===== config.mk =====
export PLATFORM = sky130hd
export DESIGN_NAME = mem_port_arbiter
export DESIGN_NICKNAME = d
export VERILOG_FILES = /design/src/rtl/mem_port_arbiter_pkg.sv /design/src/rtl/arb_req_reg.sv /design/src/rtl/mem_port_arbiter.sv
export SDC_FILE = /design/constraint.sdc
export NUM_CORES = 1
export LEC_CHECK = 0
export CAP_MARGIN = 25
export CORE_AREA = 2 2 109 111
export DETAILED_ROUTE_END_ITERATION = 12
export DIE_AREA = 0 0 111 113
export HOLD_SLACK_MARGIN = 0.12
export PLACE_DENSITY = 0.82
export SLEW_MARGIN = 20
export SYNTH_ARGS = -nofsm -noshare
export SYNTH_HDL_FRONTEND = slang
export SYNTH_HIERARCHICAL = 1
export SYNTH_SLANG_ARGS = --single-unit

===== constraint.sdc =====
create_clock -name clk -period 3.5 [get_ports clk]
set_input_delay 0.35 -clock clk [delete_from_list [all_inputs] [get_ports clk]]
set_output_delay 0.35 -clock clk [all_outputs]
set_load 0.01 [all_outputs]

===== src/rtl/mem_port_arbiter_pkg.sv =====
// Shared definitions for mem_port_arbiter: one-hot state encodings,
// owner encoding and the captured request type.
package mem_port_arbiter_pkg;

    localparam logic [5:0] ARB_IDLE   = 6'b000001;
    localparam logic [5:0] ARB_I_REQ  = 6'b000010;
    localparam logic [5:0] ARB_I_RESP = 6'b000100;
    localparam logic [5:0] ARB_D_RD   = 6'b001000;
    localparam logic [5:0] ARB_D_WR   = 6'b010000;
    localparam logic [5:0] ARB_D_RESP = 6'b100000;

    localparam logic OWN_INST = 1'b0;
    localparam logic OWN_DATA = 1'b1;

    typedef enum logic [5:0] {
        S_IDLE   = ARB_IDLE,
        S_I_REQ  = ARB_I_REQ,
        S_I_RESP = ARB_I_RESP,
        S_D_RD   = ARB_D_RD,
        S_D_WR   = ARB_D_WR,
        S_D_RESP = ARB_D_RESP
    } arb_state_e;

    typedef enum logic {
        REQ_READ  = 1'b0,
        REQ_WRITE = 1'b1
    } req_type_e;

endpackage


===== src/rtl/arb_req_reg.sv =====
// Capture register for the granted request (addr/wdata/wstrb/type).
// Downstream request fields are driven only from here, so they stay
// stable while the memory side stalls.
module arb_req_reg
    import mem_port_arbiter_pkg::*;
#(
    parameter int ADDR_W = 32,
    parameter int DATA_W = 32
) (
    input  logic                clk,
    input  logic                rst,
    input  logic                load,
    input  logic [ADDR_W-1:0]   addr_i,
    input  logic [DATA_W-1:0]   wdata_i,
    input  logic [DATA_W/8-1:0] wstrb_i,
    input  req_type_e           type_i,
    output logic [ADDR_W-1:0]   addr_o,
    output logic [DATA_W-1:0]   wdata_o,
    output logic [DATA_W/8-1:0] wstrb_o,
    output req_type_e           type_o
);

    logic [ADDR_W-1:0]   addr_q,  addr_d;
    logic [DATA_W-1:0]   wdata_q, wdata_d;
    logic [DATA_W/8-1:0] wstrb_q, wstrb_d;
    req_type_e           type_q,  type_d;

    // Hold the request unless a new grant loads it
    always_comb begin
        addr_d  = addr_q;
        wdata_d = wdata_q;
        wstrb_d = wstrb_q;
        type_d  = type_q;
        if (load) begin
            addr_d  = addr_i;
            wdata_d = wdata_i;
            wstrb_d = wstrb_i;
            type_d  = type_i;
        end
    end

    // Request register, cleared on reset
    always_ff @(posedge clk) begin
        if (rst) begin
            addr_q  <= '0;
            wdata_q <= '0;
            wstrb_q <= '0;
            type_q  <= REQ_READ;
        end else begin
            addr_q  <= addr_d;
            wdata_q <= wdata_d;
            wstrb_q <= wstrb_d;
            type_q  <= type_d;
        end
    end

    assign addr_o  = addr_q;
    assign wdata_o = wdata_q;
    assign wstrb_o = wstrb_q;
    assign type_o  = type_q;

endmodule


===== src/rtl/mem_port_arbiter.sv =====
// Shares one memory port between the instruction-fetch and data
// load/store channels. One transaction in flight; the response is
// steered combinationally to the granted side.
// Optional macro ARB_RR_EN: round-robin between fetch and data instead
// of fixed data-over-fetch priority.
module mem_port_arbiter
    import mem_port_arbiter_pkg::*;
#(
    parameter int ADDR_W = 32,
    parameter int DATA_W = 32
) (
    input  logic                clk,
    input  logic                rst,
    // fetch channel
    input  logic [ADDR_W-1:0]   PC,
    input  logic                Inst_Req_Valid,
    output logic                Inst_Req_Ready,
    output logic [DATA_W-1:0]   Instruction,
    output logic                Inst_Valid,
    input  logic                Inst_Ready,
    // data channel
    input  logic [ADDR_W-1:0]   Address,
    input  logic                MemWrite,
    input  logic [DATA_W-1:0]   Write_data,
    input  logic [DATA_W/8-1:0] Write_strb,
    input  logic                MemRead,
    output logic                Mem_Req_Ready,
    output logic [DATA_W-1:0]   Read_data,
    output logic                Read_data_Valid,
    input  logic                Read_data_Ready,
    // downstream memory port
    output logic [ADDR_W-1:0]   mem_addr,
    output logic [DATA_W-1:0]   mem_wdata,
    output logic [DATA_W/8-1:0] mem_wstrb,
    output logic                mem_wen,
    output logic                mem_ren,
    input  logic                mem_req_ready,
    input  logic [DATA_W-1:0]   mem_rdata,
    input  logic                mem_rdata_valid,
    output logic                mem_rdata_ready
);

    arb_state_e          state_q, state_d;
    logic                load;
    logic [ADDR_W-1:0]   ld_addr;
    logic [DATA_W-1:0]   ld_wdata;
    logic [DATA_W/8-1:0] ld_wstrb;
    req_type_e           ld_type;
    req_type_e           req_type;
    logic                grant_data;

`ifdef ARB_RR_EN
    logic last_owner_q, last_owner_d;

    // Data wins unless fetch is also waiting and data was served last
    always_comb begin
        grant_data = (MemRead | MemWrite) &
                     (~Inst_Req_Valid | (last_owner_q == OWN_INST));
    end

    // Remember which side was granted most recently
    always_ff @(posedge clk) begin
        if (rst) last_owner_q <= OWN_INST;
        else     last_owner_q <= last_owner_d;
    end
`else
    // Fixed priority: any data request beats a fetch
    always_comb begin
        grant_data = MemRead | MemWrite;
    end
`endif

    arb_req_reg #(
        .ADDR_W (ADDR_W),
        .DATA_W (DATA_W)
    ) u_req_reg (
        .clk     (clk),
        .rst     (rst),
        .load    (load),
        .addr_i  (ld_addr),
        .wdata_i (ld_wdata),
        .wstrb_i (ld_wstrb),
        .type_i  (ld_type),
        .addr_o  (mem_addr),
        .wdata_o (mem_wdata),
        .wstrb_o (mem_wstrb),
        .type_o  (req_type)
    );

    // State register; reset drops any in-flight transaction
    always_ff @(posedge clk) begin
        if (rst) state_q <= S_IDLE;
        else     state_q <= state_d;
    end

    // Next state, grant capture and request/response steering
    always_comb begin
        state_d         = state_q;
        load            = 1'b0;
        ld_addr         = '0;
        ld_wdata        = '0;
        ld_wstrb        = '0;
        ld_type         = REQ_READ;
        Inst_Req_Ready  = 1'b0;
        Mem_Req_Ready   = 1'b0;
        Instruction     = '0;
        Inst_Valid      = 1'b0;
        Read_data       = '0;
        Read_data_Valid = 1'b0;
        mem_wen         = 1'b0;
        mem_ren         = 1'b0;
        // no owner outside the response phases: drain stale beats
        mem_rdata_ready = 1'b1;
`ifdef ARB_RR_EN
        last_owner_d    = last_owner_q;
`endif
        case (state_q)
            S_IDLE: begin
                if (grant_data) begin
                    load    = 1'b1;
                    ld_addr = Address;
`ifdef ARB_RR_EN
                    last_owner_d = OWN_DATA;
`endif
                    if (MemRead) begin
                        ld_type = REQ_READ;
                        state_d = S_D_RD;
                    end else begin
                        ld_type  = REQ_WRITE;
                        ld_wdata = Write_data;
                        ld_wstrb = Write_strb;
                        state_d  = S_D_WR;
                    end
                end else if (Inst_Req_Valid) begin
                    load    = 1'b1;
                    ld_addr = PC;
                    ld_type = REQ_READ;
                    state_d = S_I_REQ;
`ifdef ARB_RR_EN
                    last_owner_d = OWN_INST;
`endif
                end
            end
            S_I_REQ: begin
                mem_ren        = (req_type == REQ_READ);
                Inst_Req_Ready = mem_req_ready;
                if (mem_req_ready) state_d = S_I_RESP;
            end
            S_D_RD: begin
                mem_ren       = (req_type == REQ_READ);
                Mem_Req_Ready = mem_req_ready;
                if (mem_req_ready) state_d = S_D_RESP;
            end
            S_D_WR: begin
                mem_wen       = (req_type == REQ_WRITE);
                Mem_Req_Ready = mem_req_ready;
                if (mem_req_ready) state_d = S_IDLE;
            end
            S_I_RESP: begin
                Instruction     = mem_rdata;
                Inst_Valid      = mem_rdata_valid;
                mem_rdata_ready = Inst_Ready;
                if (mem_rdata_valid && Inst_Ready) state_d = S_IDLE;
            end
            S_D_RESP: begin
                Read_data       = mem_rdata;
                Read_data_Valid = mem_rdata_valid;
                mem_rdata_ready = Read_data_Ready;
                if (mem_rdata_valid && Read_data_Ready) state_d = S_IDLE;
            end
            default: state_d = S_IDLE;
        endcase
    end

endmodule


* Yosys cells after proc, flatten, opt, wreduce, memory -nomap -nowiden
Cells that the tools add are included.
Operators by class: equal/unequal tests 12, reduce and logical (&&, ||, !) cells 5, bitwise logic cells 2, mux-type cells 33
Operators with widths (count):
- 2-to-1 mux 32 bit | 8
- 2-to-1 mux 6 bit | 7
- one-hot mux 6 bit (6 select lines) | 1
- 2-to-1 mux 1 bit | 12
- 2-to-1 mux 4 bit | 3
- != test 2 bit, second input constant | 5
- == test 6 x 1 -> 1 bit, second input constant | 1
- == test 6 x 2 -> 1 bit, second input constant | 1
- == test 6 x 3 -> 1 bit, second input constant | 1
- == test 6 x 4 -> 1 bit, second input constant | 1
- == test 6 x 5 -> 1 bit, second input constant | 1
- == test 6 bit, second input constant | 1
- AND reduction 6 bit | 1
- 2-to-1 mux 5 bit | 1
- OR reduction 2 bit | 2
- != test 3 bit, second input constant | 1
- logical AND 1 bit | 2
- one-hot mux 1 bit (2 select lines) | 1
- inverter 1 bit | 1
- bitwise OR 1 bit | 1
Word-level totals: logic and storage cells 57, input port bits 141, flip-flop bits (word level) 75, output and inout port bits 139

* Longest topological paths before layout
Gate-level depths: netlist (run 1).
word-level depth 3, mapped depth 11

* Modules after synthesis
Netlist (run 1), hierarchy kept.
Modules (own cells, without submodules):
- arb_req_reg | sequential area each 1381.3 um^2, area an instance 2439.8 um^2, cells each 223, instances 1
- mem_port_arbiter | sequential area each 120.1 um^2, area an instance 1670.4 um^2, cells each 286, instances 1

* Worst setup path after synthesis (run 1)
Ideal clock, no wire load.
path type register -> register, from register state_q[4], to register u_req_reg.addr_q[20] (netlist: u_req_reg/addr_o[20]), setup time 117 ps, arrival 1969 ps, cell stages (with the launch flop) 12, required time 3383 ps, period minus slack after synthesis 2087 ps, path buffers 6, path slack 1413 ps, cells stage by stage dfxtp_1 buf_4 nor4_4 nand2_1 buf_2 buf_2 nor2_1 buf_4 buf_8 buf_8 mux2i_1 nor2_1
Between the ends: word-level cells in the longest chain between the ends 2, elaborated cells on any way between the ends 3
RTL lines:
- start: declaration | line mem_port_arbiter.sv:43 | arb_state_e state_q, state_d;
- start signal: assignment | line mem_port_arbiter.sv:93 | else state_q <= state_d;
- == test 6 x 1 -> 1 bit | line mem_port_arbiter.sv:117 | case (state_q)
- 2-to-1 mux 1 bit | line mem_port_arbiter.sv:117
- via load | line mem_port_arbiter.sv:44 | logic load;
- end signal: assignment | line arb_req_reg.sv:50 | addr_q <= addr_d;
- end: declaration | line arb_req_reg.sv:23 | logic [ADDR_W-1:0] addr_q, addr_d;
The timed path passes the listed nets, and every way through them passes these cells. A chain may end at the register's enable or synchronous reset.

* Worst setup path after layout (run 1)
from register state_q[3], to output port Instruction[12]
Between the ends: word-level cells in the longest chain between the ends 2
RTL lines:
- == test 6 x 3 -> 1 bit | line mem_port_arbiter.sv:117
- 2-to-1 mux 32 bit | line mem_port_arbiter.sv:117
- end: declaration | line mem_port_arbiter.sv:18 | output logic [DATA_W-1:0] Instruction,
No other way between the ends.

==> results of run 1 <==
-- where the power goes --
group	switching (mW)	total, mW	internal [mW]
clock network	0.354	0.991	0.637
logic	0.461	0.975	0.514
registers	0.0514	0.984	0.933
total	0.867	2.95	2.08
-- worst max-delay path: stages (launching register included) --
cell and delay (ps):
dfxtp_1 410, nor4_4 390, and3b_1 540, buf_4 280, and2_1 150, clkdlybuf4s50_1 540
-- cell type report --
class                   instances  area share, %
inverters                       2          0.104
clock buffers                  10           3.31
well taps                     143           2.48
multi-input cells             386           32.7
repair buffers                286           39.5
clock inverters                 5           1.07
flip-flops and latches         75           20.8
-- metal layers --
| layer | track usage [%] | up-vias |
|---|---|---|
| li1 | - | 2169 |
| met1 | 22.2 | 2034 |
| met2 | 41.4 | 193 |
| met3 | 9.21 | 24 |
| met4 | 9.75 | 0 |
| met5 | 0 | - |
-- state kept, by name (all words and copies together), names as in the netlist --
signal / cells
u_req_reg/addr_o: 32
state_q: 6
u_req_reg/wstrb_o: 4
u_req_reg/type_o: 1
u_req_reg/wdata_o: 32
-- final timing paths --
kind,endpoint,slack [ps]
min,u_req_reg/addr_o[3],490
max reg2reg,u_req_reg/wdata_o[1],1300
min reg2reg,u_req_reg/addr_o[3],490
max,Instruction[12],490
-- Yosys cell counts (2+ instances only) --
master,instances
and2_1,102
dfxtp_1,75
buf_8,2
mux2i_1,69
xnor2_1,2
inv_1,2
nor2b_1,3
nand2b_1,2
clkbuf_2,4
o32ai_1,2
a21oi_1,33
buf_4,7
clkbuf_1,20
nand3_1,33
nor2_1,77
o21ai_0,2
nand2_1,39
nor3_1,6
buf_2,11
-- logic make-up (layout without fill, tap and decap cells) --
kind of cell    after synthesis  in the layout  share of synthesized area [%]
flops                        75             75                           36.5
compound gates               41             41                           5.54
mux                          70             70                           17.1
simple gates                272            272                           34.0
buf+inv                      48            303                           6.21
xor+xnor                      3              3                          0.639
-- per-stage QoR --
step           hold WS, ps  std cells  utilization [%]  setup WS (ps)  power, mW
2_1_floorplan          484        509                -           1410       1.59
3_3_place_gp           473        892             61.2            990       1.96
3_5_place_dp           483        892             61.2            865       1.98
4_1_cts                498        907             64.1            503       2.98
5_1_grt                515        907             64.1            324       3.10
6_report               494        907             64.1            495       2.95
==> summary.txt, run 1 <==
Global route
  • Initial antenna violation count: 0
  • Vias in the first global route: 4434
  • GRT Total Usage: 22.4%
  • Grt ovf: 0
  • Largest net degree at the start of global routing: 56
  • First-pass GRT wire length: roughly 22000 µm

Die
  • Die X: 111 µm
  • Die height: 113 µm
  • # rows: 39
  • Core box area: 0.0113 mm²
  • IO Pins: 280
  • Initial core utilization: 36.5%
  • Die ar.: 0.0125 mm²

Drt
  • 1st-pass router iterations: 4
  • DRT iter0 DRCs: roughly 190
  • Vias per cell: 4.87
  • DR vias: about 4400
  • Met3 routed WL: 1430 µm
  • Total wire length: approximately 14000 µm
  • DRT met1 WL: 5340 µm
  • Highest Signal Layer: met4
  • Final ANT Viol Nets: 0
  • # DRC: 0
  • Wire length per cell: 15.8 µm
  • DR WL met2: between 7000 and 8000 µm

Yosys
  • Top post-synthesis cells by area: dfxtp_1 37%, mux2i_1 17%, and2_1 16%
  • Post-Syn Area per Cell: between 8 and 9 µm²
  • Synth cell types: 37
  • Syn Inst Count: 509
  • Most used DFF post-synth: dfxtp_1
  • Share of the synthesized area in the top cell type: a little over a third
  • Post-synth EDFFs: 0
  • Post-synthesis sequential area ratio: 36.5%
  • Synthesized cell area: 0.00411 mm²
  • Yosys warnings: 6
  • Syn Nets: 650
  • Yosys reg bits: 75
  • Area leader, netlist: dfxtp_1
  • Fraction of registers with async set/reset: 0%

STA
  • Max Slew Vio Count: 0
  • Worst slew pin tran: around 860 ps
  • Setup_tns: 0 ps
  • Clock Skews: 7.09 ps
  • RSZ-0062 raised after global routing: false
  • Period minus WS final: 3010 ps
  • Fmax: 333 MHz
  • Final hold viol count: 0
  • Final period util: 85.9%
  • Final setup fails: 0
  • Slew HR: 42.4%

Setup path
  • CP startpoint kind: register
  • Worst reg2reg path depth: 6
  • Arr. time, crit path: ~2700 ps
  • Worst reg2reg path startpoint: state_q[3]
  • Kind of critical path: register to output pin
  • CP max FO: 19
  • CP Data Required Time: 3150 ps
  • Setup crit start: state_q[3]
  • CP endpoint kind: output pin

Power
  • Max VDD drop: about 0.30 mV
  • Pwr Density: 409 mW/mm²
  • Leak Pwr: 2.91 nW

Final layout
  • Area Overhead vs Synth: 75.7%
  • Nets@finish: 901
  • Fillers: approximately 940
  • Share of cells above drive strength 1: under 10%
  • Register area: 0.00150 mm²
  • Most frequent cells in the layout: 278 x clkdlybuf4s50_1, 102 x and2_1, 75 x nor2_1, 75 x dfxtp_1, 69 x mux2i_1
  • # diodes: 0
  • Multi-input gate area: about 0.0024 mm²
  • Commonest non-fill, non-tap cell in the layout: clkdlybuf4s50_1
  • Post-route cell area: 0.00722 mm²

Clock network
  • CTS tree: built
  • H-tree depth: 3
  • Clock tree sinks: 75
  • Max Root-Sink Buffers: 2
  • Clk_lat worst skew: around 330 ps
  • Post-CTS Hold Buffers: 0
  • Clock transition at path regs: 60 ps
  • CTS buffer count: 9
  • Cts repair resizes: 0
  • Setup bufs post-CTS: 0
  • Root buffer cell: clkbuf_16

Run status
  • Outcome: complete, no violations

Min path
  • HP Start: u_req_reg/addr_o[3]
  • Hold-critical path depth: 2
  • Worst hold path class: register to register

Placement
  • DP Area: between 0.006 and 0.007 mm²
  • HPWL after DPL: between 10000 and 15000 µm
  • I/O Buffers: 279
  • Routability cong.: 0.940

Flow run
  • Number of max-cap violations: 0
Note: power is estimated with default switching activity, not from simulation.
==> run 2: changes to the inputs <==
- CAP_MARGIN: 25 -> not set
- SLEW_MARGIN: 20 -> not set
==> results of run 2 <==
No change in the layout: final DEF, timing and power equal those of run 1.
==> run 3: changes to the inputs <==
- ABC_AREA: not set -> 1
- PLACE_DENSITY: 0.82 -> 0.86
- SKIP_LAST_GASP: not set -> 1
==> run 3 against run 2 <==
  * Setup slack better by 630 ps
  * Critical path type unchanged
  * First-iteration DRC count up 48%
  * Combinational power rose to 3.0 times the previous value
==> summary.txt, run 3 <==
Clock network
  • Post-CTS Hold Buffers: 0
  • Clock transition at path regs: 50 ps
  • CTS buffer count: 9
  • Cts repair resizes: 0
  • Clk_lat worst skew: approximately 330 ps
  • Max Root-Sink Buffers: 2
  • CTS tree: built
  • Setup bufs post-CTS: 0
  • H-tree depth: 3
  • Root buffer cell: clkbuf_16
  • Clock tree sinks: 75

STA
  • Period minus WS final: about 2400 ps
  • RSZ-0062 raised after global routing: false
  • Clock Skews: between 7 and 8 ps
  • Final period util: about two thirds
  • Slew HR: 49.5%
  • Max Slew Vio Count: 0
  • Fmax: 420 MHz
  • Final setup fails: 0
  • Worst slew pin tran: 757 ps
  • Setup_tns: 0 ps
  • Final hold viol count: 0

Placement
  • HPWL after DPL: 11600 µm
  • Routability cong.: 0.898
  • I/O Buffers: 279
  • DP Area: about 0.0073 mm²

Setup path
  • CP most frequent cell: nor2_1
  • CP max FO: 34
  • Kind of critical path: register to output pin
  • CP startpoint kind: register
  • CP max stage cell: clkdlybuf4s50_1
  • CP peak stage delay: between 500 and 600 ps
  • CP Data Required Time: ~3200 ps
  • Cells along the critical path: inv_1 -> nor2_1 -> nand3_1 -> buf_4 -> nor2_1 -> clkdlybuf4s50_1
  • CP endpoint kind: output pin
  • Worst reg2reg path depth: 8
  • Arr. time, crit path: a little over 2000 ps

Drt
  • DRT iter0 DRCs: 287
  • Total wire length: between 15000 and 20000 µm
  • Wire length per cell: 12.7 µm
  • # DRC: 0
  • 1st-pass router iterations: 4
  • Vias per cell: 4.44
  • Final ANT Viol Nets: 0
  • DR vias: 5384

Global route
  • Grt ovf: 0
  • Busiest grt layer: met2
  • GR Util met1: 24.8%
  • GRT Total Usage: a little under a quarter
  • First-pass GRT wire length: around 24000 µm
  • Grt met3 use: 4.71%
  • Largest net degree at the start of global routing: 133
  • Initial antenna violation count: 4
  • Vias in the first global route: around 4800
  • GR Util met2: 44.6%

Power
  • Leak Pwr: 3.58 nW
  • Pwr Density: 690 mW/mm²
  • Final Power: ~5.3 mW
  • Max VDD drop: 0.439 mV

Yosys
  • Syn Inst Count: 805
  • Synthesized cell area: 0.00455 mm²
  • Synth Area in Adders: 0%
  • Count leader, synth: nor2_1
  • Largest family of logic cells by synthesized area: simple AND/OR/NAND/NOR gates
  • Fraction of registers with async set/reset: 0%
  • Mux share of post-synthesis cell area: 0%
  • Post-synth EDFFs: 0
  • Yosys warnings: 6
  • Syn Nets: 946
  • Post-Synth XOR/XNOR Area: 0%
  • Area leader, netlist: dfxtp_1
  • Most used DFF post-synth: dfxtp_1
  • Simple-Gate Fraction of Synth Area: between 40% and 50%
  • Post-synthesis sequential area ratio: 33.0%
  • Top post-synthesis cells by area: dfxtp_1 33%, nor2_1 20%, nand2_1 15%
  • Yosys reg bits: between 70 and 80
  • Share of the synthesized area in the top cell type: around a third
  • Synth cell types: 20
  • Post-Syn Area per Cell: between 5 and 6 µm²
  • Synth top cells by count: 247 x nor2_1, 180 x nand2_1, 152 x inv_1
  • Compound-cell area share of the yosys netlist: 4.42%

Die
  • Die X: ~110 µm
  • Die height: 113 µm
  • IO Pins: 280
  • Initial core utilization: 40.4%
  • Die ar.: about 0.013 mm²
  • # rows: 39
  • Core box area: 0.0113 mm²

Final layout
  • Area Overhead vs Synth: 68.1%
  • Most frequent cells in the layout: 279 x clkdlybuf4s50_1, 247 x nor2_1, 180 x nand2_1
  • Share of cells above drive strength 1: between 4 and 5%
  • Nets@finish: 1201
  • Post-route cell area: 0.00765 mm²
  • Fillers: a little over 1000
  • Commonest non-fill, non-tap cell in the layout: clkdlybuf4s50_1

Flow run
  • Number of max-cap violations: 0

Min path
  • Hold-critical path depth: 2
  • Worst hold path class: register to register

Run status
  • Outcome: complete, no violations
==> run 3: cell count changes after synthesis, sizes merged, moves of 5 or more <==
| cell | change |
|---|---|
| nor2 | +184 |
| inv | +152 |
| nand2 | +142 |
| and2 | -102 |
| mux2i | -69 |
| nand3 | +12 |
| nor3 | -6 |
| a21oi | +5 |
==> run 3: final cells by class <==
cell class	instances	area [µm²]	area share (%)
clock inverters	5	60.1	0.785
clock buffers	11	253	3.30
diodes	4	10.0	0.131
multi-input cells	532	2200	28.7
inverters	154	578	7.55
flip-flops and latches	75	1500	19.6
repair buffers	288	2870	37.5
well taps	143	179	2.34
==> run 3: final timing paths <==
| kind | from | endpoint | slack (ps) |
|---|---|---|---|
| worst max-delay path | state_q[5] | Read_data[13] | 1120 |
| worst min-delay path | u_req_reg/wstrb_o[3] | u_req_reg/wstrb_o[3] | 470 |
| worst max register to register | state_q[2] | u_req_reg/wdata_o[25] | 1450 |
| worst min register to register | u_req_reg/wstrb_o[3] | u_req_reg/wstrb_o[3] | 470 |
==> run 3: logic make-up after synthesis <==
kind of cell / Yosys count
buf+inv: 198
flops: 75
simple gates: 492
compound gates: 40
==> run 3: worst max-delay path, delay by kind of cell, from the launching register on <==
kind          cells  cell delay, ps
buf+inv           3             870
simple gates      3             430
flops             1             410
==> run 3: power breakdown <==
part | internal (mW) | switching (mW)
Clock | 0.593 | 0.357
Combinational | 1.33 | 1.58
Sequential | 1.22 | 0.199
Total | 3.14 | 2.14
==> run 3: through the flow <==
stage               setup WS [ps]  utilization [%]  hold WS, ps  std cells
floorplan                    1930                -          421        805
global placement             1160             65.0          456       1192
detailed placement           1130             65.0          461       1192
CTS                          1100             67.8          469       1208
global route                  999             67.9          486       1212
finish                       1120             67.9          469       1212
==> run 3: metal layers <==
layer / share of wire, % / vias to the layer above
met2: 51 / 210
met5: 0 / -
met4: 5.2 / 0
met3: 6.7 / 38
li1: - / 2840
met1: 37 / 2296
